<file path="config.mk">
export PLATFORM = sky130hd
export DESIGN_NAME = rx_control_unit
export DESIGN_NICKNAME = d
export VERILOG_FILES = /design/src/rtl/rx_control_unit.sv
export SDC_FILE = /design/constraint.sdc
export NUM_CORES = 1
export LEC_CHECK = 0
export ABC_AREA = 1
export BUFFER_PORTS_ARGS = -buffer_cell sky130_fd_sc_hd__buf_4
export CAP_MARGIN = 0
export CORE_AREA = 2 2 39 41
export DETAILED_ROUTE_END_ITERATION = 8
export DIE_AREA = 0 0 41 43
export MAX_ROUTING_LAYER = met4
export PLACE_DENSITY = 0.4
export SLEW_MARGIN = 0
export SYNTH_ARGS = -nofsm -noshare
export SYNTH_HDL_FRONTEND = slang
export SYNTH_SLANG_ARGS = --single-unit
</file>
<file path="constraint.sdc">
create_clock -name clk -period 0.81 [get_ports clk]
set_input_delay 0.162 -clock clk [delete_from_list [all_inputs] [get_ports clk]]
set_output_delay 0.162 -clock clk [all_outputs]
set_load 0.01 [all_outputs]
</file>
<file path="src/rtl/rx_control_unit.sv">
// rx_control_unit: UART receive sequencer driving timer, stop-bit checker
// and receive-buffer strobes from a six-state Moore FSM.
//
// Ports:
//   clk, n_rst          clock, async active-low reset
//   start_bit_detected  start pulse (sampled in IDLE)
//   packet_done         timer end-of-packet (sampled in RECEIVE)
//   framing_error       stop-bit checker result (sampled in CHECK)
//   sbc_clear           stop-bit checker clear (CLEAR)
//   sbc_enable          stop-bit checker strobe (STOP)
//   enable_timer        bit-timer run (RECEIVE)
//   load_buffer         commit byte (LOAD)
//   rx_timeout          watchdog abort pulse, registered
//
// Optional: define RX_TIMEOUT_EN to build the RECEIVE watchdog
// (limit TIMEOUT_CYCLES, legal 2..1023). Without it rx_timeout is 0.
module rx_control_unit #(
  parameter int unsigned TIMEOUT_CYCLES = 120
) (
  input  logic clk,
  input  logic n_rst,
  input  logic start_bit_detected,
  input  logic packet_done,
  input  logic framing_error,
  output logic sbc_clear,
  output logic sbc_enable,
  output logic enable_timer,
  output logic load_buffer,
  output logic rx_timeout
);

  typedef enum logic [2:0] {
    IDLE    = 3'd0,
    CLEAR   = 3'd1,
    RECEIVE = 3'd2,
    STOP    = 3'd3,
    CHECK   = 3'd4,
    LOAD    = 3'd5
  } state_e;

  state_e state_q;
  state_e state_d;
  logic   wd_abort;

`ifdef RX_TIMEOUT_EN
  localparam int unsigned CW = $clog2(TIMEOUT_CYCLES + 1);
  localparam logic [CW-1:0] LIMIT = CW'(TIMEOUT_CYCLES - 1);

  logic [CW-1:0] wd_cnt_q;
  logic [CW-1:0] wd_cnt_d;
  logic          rx_timeout_q;
  logic          rx_timeout_d;

  // CLEAR always precedes RECEIVE, so zeroing there
  // gives a count of 0 in the first RECEIVE cycle.
  always_comb begin
    wd_cnt_d = wd_cnt_q;
    if (state_q == CLEAR) begin
      wd_cnt_d = '0;
    end else if (state_q == RECEIVE) begin
      wd_cnt_d = wd_cnt_q + 1'b1;
    end
  end

  // packet_done on the limit cycle takes priority.
  assign wd_abort = (state_q == RECEIVE) &&
                    (wd_cnt_q == LIMIT) &&
                    !packet_done;

  assign rx_timeout_d = wd_abort;

  always_ff @(posedge clk or negedge n_rst) begin
    if (!n_rst) begin
      wd_cnt_q     <= '0;
      rx_timeout_q <= 1'b0;
    end else begin
      wd_cnt_q     <= wd_cnt_d;
      rx_timeout_q <= rx_timeout_d;
    end
  end

  assign rx_timeout = rx_timeout_q;
`else
  localparam int unsigned unused_timeout = TIMEOUT_CYCLES;

  assign wd_abort   = 1'b0;
  assign rx_timeout = 1'b0;
`endif

  always_comb begin
    state_d = state_q;
    unique case (state_q)
      IDLE: begin
        if (start_bit_detected) begin
          state_d = CLEAR;
        end
      end
      CLEAR: begin
        state_d = RECEIVE;
      end
      RECEIVE: begin
        if (packet_done) begin
          state_d = STOP;
        end else if (wd_abort) begin
          state_d = IDLE;
        end
      end
      STOP: begin
        state_d = CHECK;
      end
      CHECK: begin
        if (framing_error) begin
          state_d = IDLE;
        end else begin
          state_d = LOAD;
        end
      end
      LOAD: begin
        state_d = IDLE;
      end
      default: begin
        state_d = IDLE;
      end
    endcase
  end

  always_comb begin
    sbc_clear    = 1'b0;
    sbc_enable   = 1'b0;
    enable_timer = 1'b0;
    load_buffer  = 1'b0;
    unique case (state_q)
      CLEAR:   sbc_clear    = 1'b1;
      RECEIVE: enable_timer = 1'b1;
      STOP:    sbc_enable   = 1'b1;
      LOAD:    load_buffer  = 1'b1;
      default: begin
      end
    endcase
  end

  always_ff @(posedge clk or negedge n_rst) begin
    if (!n_rst) begin
      state_q <= IDLE;
    end else begin
      state_q <= state_d;
    end
  end

endmodule

</file>
# Yosys cells after proc, flatten, opt, wreduce, memory -nomap -nowiden
# Index checks and enable logic that the tools add are counted.
[classes]
n_eq_ne = 7
n_mux = 8
reduce_logical = 2
[op_table]
columns = ["op", "count"]
rows = [
  ["$pmux 3 s5", 1],
  ["$mux 3", 3],
  ["$eq 3x2->1 const B", 2],
  ["$eq 3x3->1 const B", 2],
  ["$mux 1", 4],
  ["$ne 2x2->1 const B", 2],
  ["$eq 3x1->1 const B", 1],
  ["$logic_not 3->1", 1],
  ["$reduce_and 2->1", 1],
]
[totals]
reg_bits = 3

# Depth between registers and ports, before layout
# Gate-level depths: netlist (run 1).
[logic_depth]
word_depth = 3
ltp_mapped = 6

# Worst setup path after synthesis (run 1)
# No wires, ideal clock.
[synth_timing]
path_type = "flip-flop to output port"
startpoint = "reg state_q[0]"
endpoint = "out enable_timer"
t_arrival_ns = 0.702
required_time_ns = 0.648
path_slack_ns = -0.054
path_stages_with_launch = 4
n_path_buf = 0
cell_sequence = "dfrtp_1 -> nor2_1 -> nand2_1 -> inv_1"
[synth_via]
elab_chain_cells = 2
[synth_rtl]
columns = ["element", "line", "source"]
rows = [
  ["start, declared", "41", "state_e state_q;"],
  ["start signal, assigned", "146", "state_q <= state_d;"],
  ["$eq 3x2->1", "132", "unique case (state_q)"],
  ["$mux 1", "132", ""],
  ["end, declared", "27", "output logic enable_timer,"],
]
# Every way passes these cells.

# Worst setup path in the final report (run 1)
# Same ends and word-level chain as after synthesis.

==> results.toml, run 1 <==
[run_status]
status = "finished, violations left"
failed_checks = "negative setup slack"

[cells_and_area]
fillers = 154
finalNetCount = 56
reg_top3 = "state_q (3)"
drive_above_1_share_pct = 68.0
finalNonFillerCells = 66
largest_reg_flops = 3
area_growth_pct = 124
utilization_pct = 29.0
regMostFlops = "state_q"
n_antenna_cell = 0

[clocking]
cts-root-buf = "clkbuf_4"
cts-buffers-inserted = 3
cts_tree = "built"
htreeDepth = 1
clk_latency_ns = 0.23
cts_num_sinks = 3
cts_buffer_depth = 2
path_clk_slew_ns = 0.04

[detailed_routing]
wl_um = 524
vias_per_cell = 3.70
ant_nets = 0
wire_per_inst_um = 7.94
drt_first_iter_violations = 6
drc_errors = 0
vias = 244
first_pass_iters = 2

[global_routing]
first_global_vias = 211
grt_usage_pct = 7.23
antenna_found_initial = 0
grt_overflow = 0
grt_pass1_wl_um = 765
grt_max_degree = 5

[power_and_ir_drop]
combPwrFrac_pct = 64.9
p_leak_uw = 0.000217
power-per-cell-area_mw_per_mm2 = 4290
clock_power_share_pct = 15.3
switchingPower_uw = 665
seqPwrFrac_pct = 19.8
max-vdd-ir-drop_mv = 1.69
p_int_uw = 1060
finalPower_uw = 1720
switching_share_pct = 38.6

[synth]
syn_inst = 28
synth_area_sq_um = 179
yosysWarningCount = 0
synth.distinct_cells = 10
seq_area_frac_synth_pct = 42.0
synth_nets = 33
synth_seq_cells = 3
syn_area_per_cell_sq_um = 6.39

[floorplanning]
ios = 10
rows = 14
core_sq_mm = 0.00138
die_area_sq_mm = 0.00176
start_util_pct = 12.9
die_x_um = 41
die_y_um = 43

[min_path]
hp-class = "input port to flip-flop"
hold_depth = 4
hp-start = "framing_error"
hold_path_end = "state_q[2]$_DFFE_PN0P_"

[worst_setup_path]
crit_arrival_ns = 1.01
max_stage_delay_ns = 0.43
cp.required_ns = 0.65
crit_start = "state_q[0]$_DFFE_PN0P_"
reg2reg_from = "state_q[2]$_DFFE_PN0P_"
crit_path_end_kind = "output pin"
reg2reg_to = "state_q[0]$_DFFE_PN0P_"
cp-start-kind = "flip-flop"
r2r_cells = 8
rrSetupSlack_ns = -0.32
cp_max_fo = 4
path_class = "flip-flop to output pin"
crit_chain = "nor2_4, nand2_2, inv_2, buf_6"
slowest_stage = "dfrtp_2"
path_delay_family = "flip-flops"
worst-path-buf-inv = 2

[timing]
fmax_mhz = 852
drv_slew = 0
fin_crit_sh_pct = 145
hold_violations = 0
fin_skew_ns = 0.00195
finalSetupTns_ns = -2.06
setup_violations = 7
rsz0062_at_grt = "true"
fin_crit_ns = 1.17
setup_ws_ns = -0.363

[placement]
portBuffers = 8
dp_slack_ns = -0.166
place.gp.congestion = 0.655
place_inst = 53
dp_hpwl_um = 323

[job]
maxCapViolCount = 0
-- what timing repair did --
action	in CTS	in global routing
endpoints found under the hold margin	3	0
resized for setup	5	8
pin swaps	4	1
setup buffers	7	3
hold buffers	1	0
endpoints found under the setup margin	7	7
-- cells in the mapped netlist (all sizes together) --
library cell  number  share of area, %
nand2              8                17
inv                6                13
nor2               6                14
dfrtp              3                42
o21ai              2               5.6
buf                1               4.2
conb               1               2.1
nand3              1               2.8
-- layout make-up --
type	count	area [sq um]	share of cell area (%)
repair buffers	19	156	38.9
flip-flops and latches	3	76.3	19.0
multi-input cells	18	100	24.9
inverters	6	22.5	5.61
clock buffers	4	26.3	6.54
well taps	16	20.0	4.98
-- kinds of logic (layout without fill, tap and decap cells) --
kind of cell,after synthesis,count (layout),synth area share [%]
DFF,3,3,42.0
other,1,1,2.10
AOI/OAI and AO/OA,2,2,5.59
and+or+nand+nor,15,15,33.6
buffers and inverters,7,29,16.8
-- worst max-delay path by stage --
stage	end	slack, ns	cells past startpoint
2_1_floorplan	enable_timer	-0.03	3
3_3_place_gp	enable_timer	-0.16	4
3_5_place_dp	enable_timer	-0.17	4
4_1_cts	enable_timer	-0.37	4
5_1_grt	sbc_enable	-0.43	4
6_report	enable_timer	-0.36	4
-- layout by cell type (no fill, tap or decap) --
cell type | Yosys | layout
buf_4 | 1 | 15
nand2_1 | 8 | 5
nor2_2 | 1 | 4
inv_1 | 5 | 3
inv_2 | 1 | 3
nand2_2 | 0 | 3
clkbuf_4 | 0 | 3
buf_6 | 0 | 3
dfrtp_1 | 3 | 2
nor2_4 | 0 | 1
nor2_1 | 5 | 1
nand3_1 | 1 | 1
o21ai_2 | 0 | 1
o21ai_1 | 0 | 1
conb_1 | 1 | 1
clkbuf_1 | 0 | 1
dlygate4sd3_1 | 0 | 1
dfrtp_2 | 0 | 1
-- worst reg2reg max path: cells and delay by family, from the launching register on --
family,cells,cell delay [ns]
flip-flops,1,0.41
buffers and inverters,4,0.38
AND/OR/NAND/NOR,4,0.27
-- power groups by stage --
stage	registers (uW)	clock network [uW]	logic (uW)
floorplan	304	0	367
global placement	309	0	644
detailed placement	308	0	639
CTS	310	276	883
global route	355	297	1220
finish	341	264	1120
-- per-stage QoR --
step	cell area (sq um)	hold slack (ns)
6_report	402	0.221
4_1_cts	360	0.219
3_3_place_gp	277	-0.0464
2_1_floorplan	189	-0.134
5_1_grt	402	0.240
3_5_place_dp	277	-0.0467
-- per-layer routing --
| layer | part of all wire [%] | global-route usage [%] |
|---|---|---|
| met5 | 0 | - |
| met4 | 0 | 6.00 |
| met3 | 8.0 | 4.71 |
| met2 | 60 | 10.6 |
| met1 | 32 | 5.86 |
Note: power is estimated with default switching activity, not from simulation.
==> inputs of run 2 (changes only) <==
--- a/config.mk
+++ b/config.mk
@@ -11,8 +11,10 @@
 export CORE_AREA = 2 2 39 41
 export DETAILED_ROUTE_END_ITERATION = 8
 export DIE_AREA = 0 0 41 43
+export HOLD_SLACK_MARGIN = 0.1
 export MAX_ROUTING_LAYER = met4
-export PLACE_DENSITY = 0.4
+export PLACE_DENSITY = 0.3
+export RECOVER_POWER = 25
 export SLEW_MARGIN = 0
 export SYNTH_ARGS = -nofsm -noshare
 export SYNTH_HDL_FRONTEND = slang
==> results.toml, run 2 (synthesis results as in run 1) <==
[run_status]
status = "finished, violations left"
failed_checks = "negative setup slack"

[worst_setup_path]
r2r_cells = 7
rrSetupSlack_ns = -0.14
crit_start = "state_q[0]$_DFFE_PN0P_"
reg2reg_from = "state_q[2]$_DFFE_PN0P_"
crit_end = "enable_timer"
crit_path_end_kind = "output pin"
cp-start-kind = "flip-flop"
reg2reg_to = "state_q[0]$_DFFE_PN0P_"
cp_max_fo = 4
cp.required_ns = 0.65
crit_arrival_ns = 1.01
path_class = "flip-flop to output pin"

[job]
maxCapViolCount = 0

[global_routing]
grt_overflow = 0
grt_pass1_wl_um = 786
antenna_found_initial = 0
grt_usage_pct = 7.64
grt_max_degree = 6
first_global_vias = 200

[floorplanning]
die_area_sq_mm = 0.00176
start_util_pct = 12.9
die_x_um = 41
die_y_um = 43
core_sq_mm = 0.00138
rows = 14
ios = 10

[timing]
setup_violations = 7
setup_ws_ns = -0.367
fmax_mhz = 850
rsz0062_at_grt = "true"
fin_skew_ns = 0.00222
drv_slew = 0
fin_crit_sh_pct = 145
hold_violations = 0
fin_crit_ns = 1.18

[clocking]
cts-root-buf = "clkbuf_4"
cts_tree = "built"
cts_num_sinks = 3
clk_latency_ns = 0.23
cts_buffer_depth = 2
path_clk_slew_ns = 0.04
cts-buffers-inserted = 3
htreeDepth = 1

[cells_and_area]
regMostFlops = "state_q"
area_growth_pct = 96.5
mostFrequentLayoutCells = "buf_4 (11), nor2_2 (5), inv_1 (4), nand2_2 (4), nand2_1 (4)"
finalNonFillerCells = 61
finalNetCount = 51
reg_top3 = "state_q (3)"
largest_reg_flops = 3
drive_above_1_share_pct = 62.2
n_antenna_cell = 0
fillers = 170
final_common_cell = "buf_4"
utilization_pct = 25.4

[placement]
place_inst = 53
portBuffers = 8
place.gp.congestion = 0.607

[power_and_ir_drop]
switching_share_pct = 39.8
p_int_uw = 850
finalPower_uw = 1410
combPwrFrac_pct = 57.8
p_leak_uw = 0.000189
max-vdd-ir-drop_mv = 1.15
seqPwrFrac_pct = 23.6
clock_power_share_pct = 18.5
power-per-cell-area_mw_per_mm2 = 4010
switchingPower_uw = 561

[min_path]
hold_depth = 4
hp-class = "input port to flip-flop"

[detailed_routing]
drt_first_iter_violations = 1
drc_errors = 0
ant_nets = 0
wire_per_inst_um = 6.87
vias = 207
first_pass_iters = 2
wl_um = 419
vias_per_cell = 3.39
[run 2: worst max-delay path: stages (launching register included)]
cell and delay (ns):
dfrtp_1 0.41, nor2_2 0.14, nand2_1 0.07, inv_1 0.06, buf_4 0.11
[run 2: final cells by class]
cell class,instances,area [sq um],share of cell area [%]
clock buffers,4,26.3,7.47
repair buffers,14,108,30.6
flip-flops and latches,3,76.3,21.7
well taps,16,20.0,5.69
inverters,6,22.5,6.41
multi-input cells,18,98.8,28.1
[run 2: power by group through the flow]
stage	clock network, uW	registers, uW	logic [uW]
global placement	0	320	633
detailed placement	0	320	626
CTS	283	326	829
global route	308	351	930
floorplan	0	304	367
finish	262	333	817
[run 2: worst min path at each step]
stage	from	endpoint	slack, ns
2_1_floorplan	n_rst	state_q[0]$_DFFE_PN0P_	-0.13
3_3_place_gp	n_rst	state_q[1]$_DFFE_PN0P_	-0.05
3_5_place_dp	n_rst	state_q[2]$_DFFE_PN0P_	-0.05
4_1_cts	start_bit_detected	state_q[0]$_DFFE_PN0P_	0.21
5_1_grt	framing_error	state_q[2]$_DFFE_PN0P_	0.22
6_report	framing_error	state_q[2]$_DFFE_PN0P_	0.21
[run 2: repair_timing]
item                                   4_1_cts  5_1_grt
setup endpoints to repair                    7        7
pin swaps                                    3        5
hold buffers                                 1        0
resized for setup                            7        3
endpoints found under the hold margin        3        0
setup buffers                                4        2
[run 2: metrics by stage]
step	setup WS (ns)	TNS, ns	hold WS, ns	cell area [sq um]
after floorplan	-0.0284	-0.110	-0.134	189
after global placement	-0.161	-0.827	-0.0465	277
after detailed placement	-0.160	-0.806	-0.0477	277
after CTS	-0.387	-1.84	0.206	353
after global routing	-0.430	-2.20	0.216	352
final	-0.367	-1.66	0.214	352
[run 2: layer usage]
layer | vias up | global-route usage [%] | routed length [um]
met2 | 6 | 9.38 | 207
met3 | 0 | 4.71 | 38
met5 | - | - | 0
met4 | 0 | 8.00 | 0
met1 | 87 | 7.47 | 173
li1 | 114 | - | -
==> inputs of run 3 (changes only) <==
--- a/config.mk
+++ b/config.mk
@@ -6,15 +6,16 @@
 export NUM_CORES = 1
 export LEC_CHECK = 0
 export ABC_AREA = 1
-export BUFFER_PORTS_ARGS = -buffer_cell sky130_fd_sc_hd__buf_4
 export CAP_MARGIN = 0
 export CORE_AREA = 2 2 39 41
 export DETAILED_ROUTE_END_ITERATION = 8
 export DIE_AREA = 0 0 41 43
+export DONT_BUFFER_PORTS = 1
 export HOLD_SLACK_MARGIN = 0.1
 export MAX_ROUTING_LAYER = met4
 export PLACE_DENSITY = 0.3
 export RECOVER_POWER = 25
+export SETUP_SLACK_MARGIN = 0.4
 export SLEW_MARGIN = 0
 export SYNTH_ARGS = -nofsm -noshare
 export SYNTH_HDL_FRONTEND = slang
==> constraint.sdc (replaced) <==
create_clock -name clk -period 1 [get_ports clk]
set_input_delay 0.2 -clock clk [delete_from_list [all_inputs] [get_ports clk]]
set_output_delay 0.2 -clock clk [all_outputs]
set_load 0.01 [all_outputs]
==> results.toml, run 3 (synthesis results as in run 1) <==
[placement]
portBuffers = 0
place.gp.congestion = 0.603
place_area_sq_um = 201
dp_hpwl_um = 334

[cells_and_area]
utilization_pct = 24.9
finalNetCount = 44
n_antenna_cell = 0
drive_above_1_share_pct = 63.2
final_area_sq_um = 344
reg_top3 = "state_q (3)"
area_growth_pct = 92.3
multi_input_area_sq_um = 128
fillers = 154
regArea_sq_um = 76.3
mostFrequentLayoutCells = "nor2_4 (4), nand2_1 (4), buf_4 (4)"
regMostFlops = "state_q"
largest_reg_flops = 3

[floorplanning]
ios = 10
start_util_pct = 12.9
core_sq_mm = 0.00138
die_y_um = 43
die_area_sq_mm = 0.00176
die_x_um = 41
rows = 14

[worst_setup_path]
reg2reg_from = "state_q[1]$_DFFE_PN0P_"
path_class = "flip-flop to output pin"
crit_path_end_kind = "output pin"
cp_max_fo = 4
cp.required_ns = 0.80
rrSetupSlack_ns = -0.02
crit_arrival_ns = 0.93
max_stage_delay_ns = 0.43
slowest_stage = "dfrtp_2"
reg2reg_to = "state_q[0]$_DFFE_PN0P_"
crit_chain = "nor2_2, nand2_1, inv_2"
r2r_cells = 7
cp-start-kind = "flip-flop"

[timing]
hold_violations = 0
setup_ws_ns = -0.132
fmax_mhz = 883
fin_crit_sh_pct = 113
setup_violations = 5
drv_slew = 0
fin_crit_ns = 1.13
fin_skew_ns = 0.00329
finalSetupTns_ns = -0.512
rsz0062_at_grt = "true"

[global_routing]
antenna_found_initial = 0
grt_pass1_wl_um = 738
grt_overflow = 0
first_global_vias = 198
grt_usage_pct = 7.32
grt_max_degree = 5

[detailed_routing]
vias_per_cell = 3.65
first_pass_iters = 4
drc_errors = 0
wl_um = 459
ant_nets = 0
vias = 197
drt_first_iter_violations = 4
wire_per_inst_um = 8.50

[clocking]
cts-buffers-inserted = 3
cts_num_sinks = 3
cts-root-buf = "clkbuf_4"
cts_tree = "built"
path_clk_slew_ns = 0.04
clk_latency_ns = 0.23
cts_buffer_depth = 2
htreeDepth = 1

[min_path]
hold_path_end = "state_q[2]$_DFFE_PN0P_"
hp-start = "framing_error"
hp-class = "input port to flip-flop"
hold_depth = 3

[run_status]
status = "finished, violations left"
failed_checks = "negative setup slack"

[power_and_ir_drop]
max-vdd-ir-drop_mv = 0.928
finalPower_uw = 1250
p_leak_uw = 0.000170
power-per-cell-area_mw_per_mm2 = 3620

[job]
maxCapViolCount = 0
[run 3: changes by cell type in the layout (fill, tap and decap cells not counted), sizes merged]
cell,delta
clkbuf,-1
buf,-6
[run 3: timing repair]
action,4_1_cts,5_1_grt
gates resized for setup,12,4
hold buffers,1,0
pin swaps,6,4
endpoints found under the setup margin,7,7
setup buffers,5,1
endpoints found under the hold margin,3,0
[run 3: cell type report]
type / count / area share [%]
flip-flops and latches: 3 / 22.2
inverters: 6 / 6.55
multi-input cells: 18 / 37.1
repair buffers: 7 / 20.7
clock buffers: 4 / 7.64
well taps: 16 / 5.82
[run 3: worst max-delay path, delay by kind of cell, from the launching register on]
kind                   cells  cell delay (ns)
DFF                        1             0.43
and+or+nand+nor            2             0.19
buffers and inverters      1             0.07
[run 3: how the worst max path moves through the flow]
stage                         to                   start  slack (ns)  cells past startpoint
finish              enable_timer  state_q[0]$_DFFE_PN0P_       -0.13                      3
global route        enable_timer  state_q[2]$_DFFE_PN0P_       -0.19                      3
CTS                 enable_timer  state_q[0]$_DFFE_PN0P_       -0.14                      3
detailed placement     sbc_clear  state_q[1]$_DFFE_PN0P_        0.06                      3
global placement       sbc_clear  state_q[1]$_DFFE_PN0P_        0.06                      3
floorplan            load_buffer  state_q[1]$_DFFE_PN0P_        0.12                      3
[run 3: through the flow]
stage	hold slack [ns]	instances	setup WS, ns
floorplan	-0.0956	28	0.125
global placement	-0.0955	43	0.0564
CTS	0.167	53	-0.141
global route	0.127	54	-0.190
detailed placement	-0.0955	43	0.0594
finish	0.132	54	-0.132
[run 3: where the power goes]
group	internal (uW)	leakage, uW	switching (uW)	total, uW
sequential	188	0.0000368	78.6	267
clock	150	0.0000150	63.5	213
combinational	369	0.000118	397	766
[run 3: metal layers]
metal | global-route usage, % | routed length [um] | up-vias
li1 | - | - | 97
met1 | 6.15 | 167 | 90
met2 | 9.69 | 239 | 8
met3 | 6.28 | 43 | 2
met4 | 6.00 | 8 | 0
met5 | - | 0 | -
